<file path="config.mk">
export PLATFORM = sky130hd
export DESIGN_NAME = tc_ps_gp_wr_ctl
export DESIGN_NICKNAME = d
export VERILOG_FILES = /design/src/rtl/tc_ps_gp_pkg.sv /design/src/rtl/tc_ps_gp_wr_agen.sv /design/src/rtl/tc_ps_gp_wr_ctl.sv
export SDC_FILE = /design/constraint.sdc
export NUM_CORES = 1
export LEC_CHECK = 0
export CORE_MARGIN = 5
export CORE_UTILIZATION = 40
export DETAILED_ROUTE_END_ITERATION = 8
export DONT_BUFFER_PORTS = 1
export HOLD_SLACK_MARGIN = 0.1
export PLACE_DENSITY_LB_ADDON = 0.1
export SYNTH_ARGS = -nofsm -noshare
export SYNTH_HDL_FRONTEND = slang
export SYNTH_SLANG_ARGS = --single-unit
export TNS_END_PERCENT = 1
</file>
<file path="constraint.sdc">
create_clock -name clk -period 2.25 [get_ports clk]
set_input_delay 0.225 -clock clk [delete_from_list [all_inputs] [get_ports clk]]
set_output_delay 0.225 -clock clk [all_outputs]
set_load 0.03 [all_outputs]
</file>
<file path="src/rtl/tc_ps_gp_pkg.sv">
// Shared types and constants for the PS general-purpose AXI3 write-to-register-bank bridge.
// Holds the FSM state type, AXI burst encodings and the B-channel response codes.
package tc_ps_gp_pkg;

    typedef enum logic [1:0] {
        ST_IDLE = 2'd0,
        ST_DATA = 2'd1,
        ST_RESP = 2'd2
    } wr_state_t;

    typedef enum logic [1:0] {
        BURST_FIXED = 2'b00,
        BURST_INCR  = 2'b01,
        BURST_WRAP  = 2'b10,
        BURST_RSVD  = 2'b11
    } burst_t;

    localparam logic [1:0]  RESP_OKAY   = 2'b00;
    localparam logic [1:0]  RESP_SLVERR = 2'b10;
    localparam logic [31:0] BEAT_BYTES  = 32'd4;

    // Byte mask of a WRAP container: (len+1)*4 - 1, i.e. {len, 2'b11}.
    function automatic logic [31:0] wrap_mask(input logic [3:0] len);
        return {26'd0, len, 2'b11};
    endfunction

endpackage

</file>
<file path="src/rtl/tc_ps_gp_wr_agen.sv">
// Next-beat address generator for 32-bit AXI3 write bursts.
// FIXED holds, INCR (and reserved 11) adds 4, WRAP adds 4 inside the aligned container.
module tc_ps_gp_wr_agen
    import tc_ps_gp_pkg::*;
(
    input  logic [31:0] i_addr,
    input  logic [1:0]  i_burst,
    input  logic [3:0]  i_len,
    output logic [31:0] o_next
);

    logic [31:0] w_incr;
    logic [31:0] w_mask;

    assign w_incr = i_addr + BEAT_BYTES;
    assign w_mask = wrap_mask(i_len);

    always_comb begin
        o_next = w_incr;
        case (burst_t'(i_burst))
            BURST_FIXED: o_next = i_addr;
            BURST_WRAP:  o_next = (i_addr & ~w_mask) | (w_incr & w_mask);
            default:     o_next = w_incr;
        endcase
    end

endmodule

</file>
<file path="src/rtl/tc_ps_gp_wr_ctl.sv">
// AXI3 write slave on the PS GP0 port that turns accepted beats into single-cycle
// register-bank write strobes, with one outstanding transaction at a time.
module tc_ps_gp_wr_ctl
    import tc_ps_gp_pkg::*;
#(
    parameter logic [31:0] BASE_ADDR = 32'h4000_0000,
    parameter logic [31:0] ADDR_SPAN = 32'h0000_1000
) (
    input  logic        clk,
    input  logic        rst,

    input  logic [31:0] M_AXI_GP0_0_awaddr,
    input  logic [1:0]  M_AXI_GP0_0_awburst,
    input  logic [3:0]  M_AXI_GP0_0_awcache,
    input  logic [11:0] M_AXI_GP0_0_awid,
    input  logic [3:0]  M_AXI_GP0_0_awlen,
    input  logic [1:0]  M_AXI_GP0_0_awlock,
    input  logic [2:0]  M_AXI_GP0_0_awprot,
    input  logic [3:0]  M_AXI_GP0_0_awqos,
    input  logic [2:0]  M_AXI_GP0_0_awsize,
    input  logic        M_AXI_GP0_0_awvalid,
    output logic        M_AXI_GP0_0_awready,

    input  logic [31:0] M_AXI_GP0_0_wdata,
    input  logic [11:0] M_AXI_GP0_0_wid,
    input  logic [3:0]  M_AXI_GP0_0_wstrb,
    input  logic        M_AXI_GP0_0_wlast,
    input  logic        M_AXI_GP0_0_wvalid,
    output logic        M_AXI_GP0_0_wready,

    output logic [11:0] M_AXI_GP0_0_bid,
    output logic [1:0]  M_AXI_GP0_0_bresp,
    output logic        M_AXI_GP0_0_bvalid,
    input  logic        M_AXI_GP0_0_bready,

    output logic [31:0] addr,
    output logic [31:0] data,
    output logic [3:0]  strb,
    output logic        wren
);

    wr_state_t   r_state;
    logic        r_awready;
    logic        r_wready;
    logic        r_bvalid;
    logic [1:0]  r_bresp;
    logic [11:0] r_bid;
    logic        r_wren;
    logic [31:0] r_addr;
    logic [31:0] r_data;
    logic [3:0]  r_strb;

    logic [31:0] r_cur_addr;
    logic [1:0]  r_burst;
    logic [3:0]  r_len;
    logic [11:0] r_awid;
    logic [3:0]  r_beat;
    logic        r_err;

    logic        w_aw_hs;
    logic        w_w_hs;
    logic        w_last_beat;
    logic        w_in_win;
    logic        w_hit;
    logic        w_beat_err;
    logic [31:0] w_next_addr;
    logic        w_unused;

    // Protection/cache/QoS attributes carry no meaning for a register bank; size is always 4 bytes.
    assign w_unused = ^{M_AXI_GP0_0_awcache, M_AXI_GP0_0_awlock, M_AXI_GP0_0_awprot,
                        M_AXI_GP0_0_awqos, M_AXI_GP0_0_awsize};

    assign w_aw_hs     = r_awready & M_AXI_GP0_0_awvalid;
    assign w_w_hs      = r_wready & M_AXI_GP0_0_wvalid;
    assign w_last_beat = (r_beat == r_len);

    // Unsigned offset compare keeps the window test correct even if BASE_ADDR+ADDR_SPAN overflows.
    assign w_in_win    = (r_cur_addr - BASE_ADDR) < ADDR_SPAN;
    assign w_hit       = w_in_win & (M_AXI_GP0_0_wstrb != 4'd0);
    assign w_beat_err  = ~w_in_win
                       | (M_AXI_GP0_0_wlast != w_last_beat)
                       | (M_AXI_GP0_0_wid != r_awid);

    tc_ps_gp_wr_agen u_agen (
        .i_addr  (r_cur_addr),
        .i_burst (r_burst),
        .i_len   (r_len),
        .o_next  (w_next_addr)
    );

    always_ff @(posedge clk or negedge rst) begin
        if (!rst) begin
            r_state    <= ST_IDLE;
            r_awready  <= 1'b0;
            r_wready   <= 1'b0;
            r_bvalid   <= 1'b0;
            r_bresp    <= RESP_OKAY;
            r_bid      <= 12'd0;
            r_wren     <= 1'b0;
            r_addr     <= 32'd0;
            r_data     <= 32'd0;
            r_strb     <= 4'd0;
            r_cur_addr <= 32'd0;
            r_burst    <= 2'd0;
            r_len      <= 4'd0;
            r_awid     <= 12'd0;
            r_beat     <= 4'd0;
            r_err      <= 1'b0;
        end else begin
            r_wren <= 1'b0;
            r_addr <= 32'd0;
            r_data <= 32'd0;
            r_strb <= 4'd0;

            case (r_state)
                ST_IDLE: begin
                    if (w_aw_hs) begin
                        r_cur_addr <= M_AXI_GP0_0_awaddr & ~32'd3;
                        r_burst    <= M_AXI_GP0_0_awburst;
                        r_len      <= M_AXI_GP0_0_awlen;
                        r_awid     <= M_AXI_GP0_0_awid;
                        r_beat     <= 4'd0;
                        r_err      <= 1'b0;
                        r_awready  <= 1'b0;
                        r_wready   <= 1'b1;
                        r_state    <= ST_DATA;
                    end else begin
                        r_awready  <= 1'b1;
                    end
                end

                ST_DATA: begin
                    if (w_w_hs) begin
                        r_wren     <= w_hit;
                        r_addr     <= w_hit ? r_cur_addr : 32'd0;
                        r_data     <= w_hit ? M_AXI_GP0_0_wdata : 32'd0;
                        r_strb     <= w_hit ? M_AXI_GP0_0_wstrb : 4'd0;
                        r_cur_addr <= w_next_addr;
                        r_beat     <= r_beat + 4'd1;
                        // Early wlast is only recorded as an error; the beat count alone ends the burst.
                        if (w_last_beat) begin
                            r_wready <= 1'b0;
                            r_bvalid <= 1'b1;
                            r_bid    <= r_awid;
                            r_bresp  <= (r_err | w_beat_err) ? RESP_SLVERR : RESP_OKAY;
                            r_state  <= ST_RESP;
                        end else begin
                            r_err    <= r_err | w_beat_err;
                        end
                    end
                end

                ST_RESP: begin
                    if (r_bvalid && M_AXI_GP0_0_bready) begin
                        r_bvalid  <= 1'b0;
                        r_awready <= 1'b1;
                        r_state   <= ST_IDLE;
                    end
                end

                default: begin
                    r_awready <= 1'b0;
                    r_wready  <= 1'b0;
                    r_bvalid  <= 1'b0;
                    r_state   <= ST_IDLE;
                end
            endcase
        end
    end

    assign M_AXI_GP0_0_awready = r_awready;
    assign M_AXI_GP0_0_wready  = r_wready;
    assign M_AXI_GP0_0_bvalid  = r_bvalid;
    assign M_AXI_GP0_0_bresp   = r_bresp;
    assign M_AXI_GP0_0_bid     = r_bid;
    assign wren                = r_wren;
    assign addr                = r_addr;
    assign data                = r_data;
    assign strb                = r_strb;

endmodule
</file>
# Yosys cells after proc, flatten, opt, wreduce, memory -nomap -nowiden
# Index checks and enable logic that the tools add are counted.
# op_classes
add_sub_neg,3
mul,0
div,0
order_cmp,1
n_eq_ne,12
n_shift,0
n_mux,39
bitwise_logic,14
n_reduce_logical,14
# ops
cell,n
$mux 32,8
$pmux 32 s2,2
$add 32x3->32 const B,1
$and 32x32->32,1
$and 32x6->32,1
$lt 32x13->1 const B,1
$not 6->32,1
$or 32x32->32,1
$sub 32x31->32 const B,1
$mux 4,5
$reduce_and 4->1,5
$mux 1,13
$ne 12x12->1,1
$ne 2x2->1 const B,6
$mux 2,5
$pmux 1 s3,3
$pmux 4 s2,1
$pmux 2 s3,1
$reduce_and 3->1,2
$add 4x1->4 const B,1
$eq 2x2->1 const B,2
$eq 4x4->1,1
$logic_not 2->1,2
$not 1->1,4
other kinds (9),14
# word_totals
ff_bits,143
latchBits,0
mem_bits_rw,0
mem_bits_ro,0
input_bits,120
output_inout_bits,86
wordCells,99
n_memories,0

# Longest topological paths before layout
# depth
ltp_word,9
ltp_mapped,8
ltp_nobuf,6

# Modules after synthesis
# A second synthesis with hierarchy kept.
# unflattened
hier_cells,503
area_unflattened_um2,6159.7
# by_module_without_submodules
mod,instances,cells_per_inst,area_per_inst_um2,seq_area_each_um2
tc_ps_gp_wr_ctl,1,410,5495.3,3553.4
tc_ps_gp_wr_agen,1,93,664.4,0.0

# Least setup slack after synthesis
# OpenSTA, ideal clock, no wires.
# synth_timing
path_kind,reg-to-reg
startpoint,reg r_awready (netlist: M_AXI_GP0_0_awready)
endpoint,reg r_awid[10]
t_arrival_ns,1.739
path_slack_ns,0.386
path_stages_with_launch,5
synth_period_minus_slack_ns,1.864
cell_sequence,dfrtp_1 nand2_1 nor3_2 buf_2 mux2_2
# synth_between
elab_chain_len,2
# synth_lines
element,line,rtl
"start, declared",tc_ps_gp_wr_ctl.sv:43,logic r_awready;
"start signal, assigned",tc_ps_gp_wr_ctl.sv:94,r_awready <= 1'b0;
"start signal, assigned",tc_ps_gp_wr_ctl.sv:124,r_awready <= 1'b0;
"start signal, assigned",tc_ps_gp_wr_ctl.sv:128,r_awready <= 1'b1;
$and 1x1->1,tc_ps_gp_wr_ctl.sv:73,assign w_aw_hs = r_awready & M_AXI_GP0_0_awvalid;
$reduce_and 2->1 (no source line),-,
"end signal, assigned",tc_ps_gp_wr_ctl.sv:121,r_awid <= M_AXI_GP0_0_awid;
"end, declared",tc_ps_gp_wr_ctl.sv:56,logic [11:0] r_awid;
# No other way between the ends.
# A chain may end at the register's enable or synchronous reset.

# Worst setup path after layout
# layout_timing
startpoint,reg r_cur_addr[29]
endpoint,reg r_data[28] (netlist: data[28])
# layout_between
elab_chain_len,6
# layout_lines
element,line,rtl
"start, declared",tc_ps_gp_wr_ctl.sv:53,logic [31:0] r_cur_addr;
"start signal, assigned",tc_ps_gp_wr_ctl.sv:118,r_cur_addr <= M_AXI_GP0_0_awaddr & ~32'd3;
"start signal, assigned",tc_ps_gp_wr_ctl.sv:138,r_cur_addr <= w_next_addr;
$sub 32x31->32,tc_ps_gp_wr_ctl.sv:78,assign w_in_win = (r_cur_addr - BASE_ADDR) < ADDR_SPAN;
$lt 32x13->1,tc_ps_gp_wr_ctl.sv:78,
$and 1x1->1,tc_ps_gp_wr_ctl.sv:79,assign w_hit = w_in_win & (M_AXI_GP0_0_wstrb != 4'd0);
$mux 32,tc_ps_gp_wr_ctl.sv:136,r_data <= w_hit ? M_AXI_GP0_0_wdata : 32'd0;
$mux 32,tc_ps_gp_wr_ctl.sv:133,if (w_w_hs) begin
$mux 32,tc_ps_gp_wr_ctl.sv:115,case (r_state)
"end signal, assigned",tc_ps_gp_wr_ctl.sv:136,
"end, declared",tc_ps_gp_wr_ctl.sv:50,logic [31:0] r_data;
# No other way between the ends.

==> impl_table.tex <==
\begin{tabular}{lr}
\hline
Metric & Value \\
\hline
\multicolumn{2}{l}{\textbf{Power and ir drop}} \\
Largest vdd supply drop & 559 uV \\
Overall power of the completed layout & 5.64 mW \\
Lkg Pwr & 3.60 nW \\
Power per Cell Area & 718 mW/mm2 \\
\multicolumn{2}{l}{\textbf{Critical path}} \\
Worst R2R Start & r\_cur\_addr[29]\$\_DFFE\_PN0P\_ \\
WP data required & 2.60 ns \\
Crit path arrival time & 2.44 ns \\
Crit start category & register \\
R2R Setup Slk & 0.16 ns \\
RR Endpoint & data[28]\$\_DFF\_PN0\_ \\
Classification of the worst setup path & register to register \\
Number of cell instances on the worst register-to-register path & 5 \\
Largest fanout of any net on the critical path & 43 \\
Kind of capture point of the worst setup path & register \\
\multicolumn{2}{l}{\textbf{Timing}} \\
Worst hold slack & -0.497 ns \\
Smallest setup slack after layout & 0.159 ns \\
Setup repair after global routing missed its margin & false \\
Largest clock skew in the final design & 0.00864 ns \\
Number of max-slew violations in the final report & 0 \\
Worst-Margin Slew & 0.534 ns \\
Count of final hold-check violations & 139 \\
Final total negative setup slack & 0 ns \\
Setup violators final & 0 \\
Slew headroom & 64.4\% \\
Post-layout minimum cycle time & 2.09 ns \\
Max Fclk & 478 MHz \\
Post-route clock period utilization & 92.9\% \\
\multicolumn{2}{l}{\textbf{Synth}} \\
Share of synthesized flip-flops with an asynchronous set or reset & 100\% \\
Number of cells produced by synthesis & 516 \\
Average cell area after synthesis & 11.8 um2 \\
Synth warn & 0 \\
Netlist cell types & 66 \\
Sequential element share of the synthesized area & 57.2\% \\
Count of state elements after synthesis & 139 \\
Most used DFF post-synth & sky130\_fd\_sc\_hd\_\_dfrtp\_1 \\
Post-synth EDFFs & 0 \\
Cell area after technology mapping & 0.00608 mm2 \\
\multicolumn{2}{l}{\textbf{Drt}} \\
Wire length the detailed router placed on met1 & 6370 um \\
Top layer reached by signal wires & met4 \\
Vias after detailed routing & 4402 \\
Pre-Repair DR Iteration Count & 6 \\
Post-route antenna net violation count & 0 \\
Iteration-0 DRC count of the detailed router & 193 \\
WL final & 15300 um \\
Routed length on met3 & 1040 um \\
Detailed-routed wire length on met2 & 7680 um \\
Per-cell via count in the routed design & 5.30 \\
DRC violation count after routing & 0 \\
Routed WL per cell & 18.4 um \\
\multicolumn{2}{l}{\textbf{Global route}} \\
Number of antenna violations at the first check in global routing & 0 \\
Total GRT Usage & 17.4\% \\
Pin count of the biggest net entering global routing & 140 \\
Global-route wire length before repair & 24400 um \\
Via count of the first global-routing pass & 4474 \\
Residual overflow from global routing & 0 \\
\multicolumn{2}{l}{\textbf{Die}} \\
Die area & 0.0178 mm2 \\
Ports placed on the boundary & 206 \\
Die Y-Extent & 133 um \\
Standard-cell row count & 45 \\
Width of the chip & 133 um \\
Area of the placeable core & 0.0150 mm2 \\
Starting Density & 40.5\% \\
\multicolumn{2}{l}{\textbf{Placement}} \\
Area post-placement & 0.00637 mm2 \\
Post-DP HPWL & 10300 um \\
\# placed instances & 712 \\
Routability cong. & 0.759 \\
Setup Slack @ Placement & 0.114 ns \\
Input/output buffers & 0 \\
\multicolumn{2}{l}{\textbf{Final layout}} \\
Cell area after layout & 0.00786 mm2 \\
Commonest cells after routing, fill and taps aside & sky130\_fd\_sc\_hd\_\_dfrtp\_1 (139), sky130\_fd\_sc\_hd\_\_dlygate4sd3\_1 (87), sky130\_fd\_sc\_hd\_\_and2\_1 (49), sky130\_fd\_sc\_hd\_\_nand2\_1 (38), sky130\_fd\_sc\_hd\_\_o21ai\_0 (26) \\
Post-route insts no fill & 831 \\
Number of fillers in the final layout & 1325 \\
Synth-to-layout area growth & 29.2\% \\
FF+latch area & 0.00348 mm2 \\
ANT cells & 0 \\
Nets@finish & 752 \\
Layout cells sized above 1 & 13.1\% \\
Post-Route Utilization & 52.3\% \\
Most common cell after layout, fill and taps aside & sky130\_fd\_sc\_hd\_\_dfrtp\_1 \\
Area used by multi-input combinational logic & 0.00245 mm2 \\
\multicolumn{2}{l}{\textbf{CTS}} \\
Number of buffers on the longest clock path & 2 \\
Number of buffers inserted by post-CTS setup repair & 0 \\
Clock tree sinks & 139 \\
CTS tree & yes \\
Clock-pin slew of the registers on the worst-case setup and hold paths & 0.06 ns \\
PostCTS Resize Cnt & 0 \\
Clock H-tree levels & 4 \\
Number of buffers created by CTS & 17 \\
Number of buffers added to fix hold violations after cts & 87 \\
Clk Tree Root Cell & sky130\_fd\_sc\_hd\_\_clkbuf\_16 \\
Clock Latency Late Sink & 0.42 ns \\
\multicolumn{2}{l}{\textbf{Min path}} \\
Worst Hold Class & input port to async pin \\
\multicolumn{2}{l}{\textbf{Outcome}} \\
Violations in the final reports & negative hold slack \\
Status & complete, but fails checks \\
\multicolumn{2}{l}{\textbf{Job}} \\
Number of maximum-capacitance violations & 0 \\
\hline
\end{tabular}
-- metal layers --
metal | global-route usage, % | up-vias
met5 | 0 | -
met4 | 5.66 | 0
met3 | 5.85 | 14
met2 | 29.1 | 142
met1 | 21.4 | 2181
li1 | - | 2065
-- logic make-up (layout without fill, tap and decap cells) --
family / after synthesis / count (layout) / share of synthesized area [%]
flip-flops: 139 / 139 / 57.2
other: 1 / 21 / 0.0616
AO/OA/AOI/OAI: 114 / 114 / 12.6
multiplexers: 29 / 29 / 5.37
buffers and inverters: 35 / 142 / 3.80
adder cells (fa/ha/maj): 2 / 2 / 0.411
AND/OR/NAND/NOR: 178 / 178 / 17.9
XOR/XNOR: 18 / 18 / 2.59
-- where the power goes --
part / leakage (nW) / internal [mW] / switching, mW
sequential: 1.86 / 2.52 / 0.0492
clock: 0.298 / 1.80 / 1.13
combinational: 1.44 / 0.108 / 0.0369
total: 3.60 / 4.43 / 1.21
-- how the worst max path moves through the flow --
stage | from | endpoint | slack [ns] | depth (start not counted)
after floorplan | M_AXI_GP0_0_awready$_DFFE_PN0P_ | r_awid[10]$_DFFE_PN0P_ | 0.39 | 4
after detailed placement | r_cur_addr[29]$_DFFE_PN0P_ | data[12]$_DFF_PN0_ | 0.11 | 5
after CTS | r_cur_addr[29]$_DFFE_PN0P_ | addr[3]$_DFF_PN0_ | 0.09 | 5
after global placement | r_cur_addr[25]$_DFFE_PN0P_ | addr[6]$_DFF_PN0_ | 0.17 | 5
final | r_cur_addr[29]$_DFFE_PN0P_ | data[28]$_DFF_PN0_ | 0.16 | 5
after global routing | r_cur_addr[29]$_DFFE_PN0P_ | data[28]$_DFF_PN0_ | 0.03 | 5
-- critical path: stages, from the launching register on --
cell and delay (ns):
sky130_fd_sc_hd__dfrtp_1 0.44, sky130_fd_sc_hd__nor4_1 0.34, sky130_fd_sc_hd__nand4_1 0.32, sky130_fd_sc_hd__nor3_4 0.27, sky130_fd_sc_hd__o41a_4 0.44, sky130_fd_sc_hd__and2_1 0.20
-- cells in the mapped netlist, drive strengths merged (2+ instances only) --
cell type  number  area (um2)
o31a            3        26.3
nor4           13         115
o41a            2        32.5
dfrtp         139        3480
o31ai           4        30.0
o211ai          2        15.0
xor2           11        96.3
buf            27         201
xnor2           7        61.3
a32oi           3        26.3
a211oi          2        15.0
a41oi           3        26.3
a22oi           4        30.0
nand2          38         143
a2bb2oi         2        17.5
and4            3        26.3
mux2           29         327
a31oi           8        50.1
nor2           16        60.1
o21a            3        22.5
inv             3        11.3
a21oi          17        85.1
a21o            5        37.5
nor3            7        62.6
o2bb2ai         4        35.0
a22o            7        61.3
and2           49         307
and3            9        66.3
nand3          20         123
o311ai          3        26.3
nand2b          4        25.0
o21bai          2        15.0
o21ai          35         175
clkbuf          5        18.8
or4             2        18.8
ha              2        25.0
nand4           9        77.6
or3             2        12.5
-- sequential cells by signal, summed over array words and instances, names as in the netlist, 2 cells and up --
name,flops
r_len,4
addr,31
data,32
r_burst,2
r_state,2
M_AXI_GP0_0_bid,12
r_cur_addr,30
r_awid,12
strb,4
r_beat,4
-- final cells by class --
cell class              instances  share of cell area [%]
repair buffers                107                    13.5
flip-flops and latches        139                    44.3
multi-input cells             362                    31.2
inverters                       3                   0.143
clock inverters                13                    2.26
clock buffers                  19                    5.64
well taps                     188                    2.99
Power figures use the tool's default switching activity.
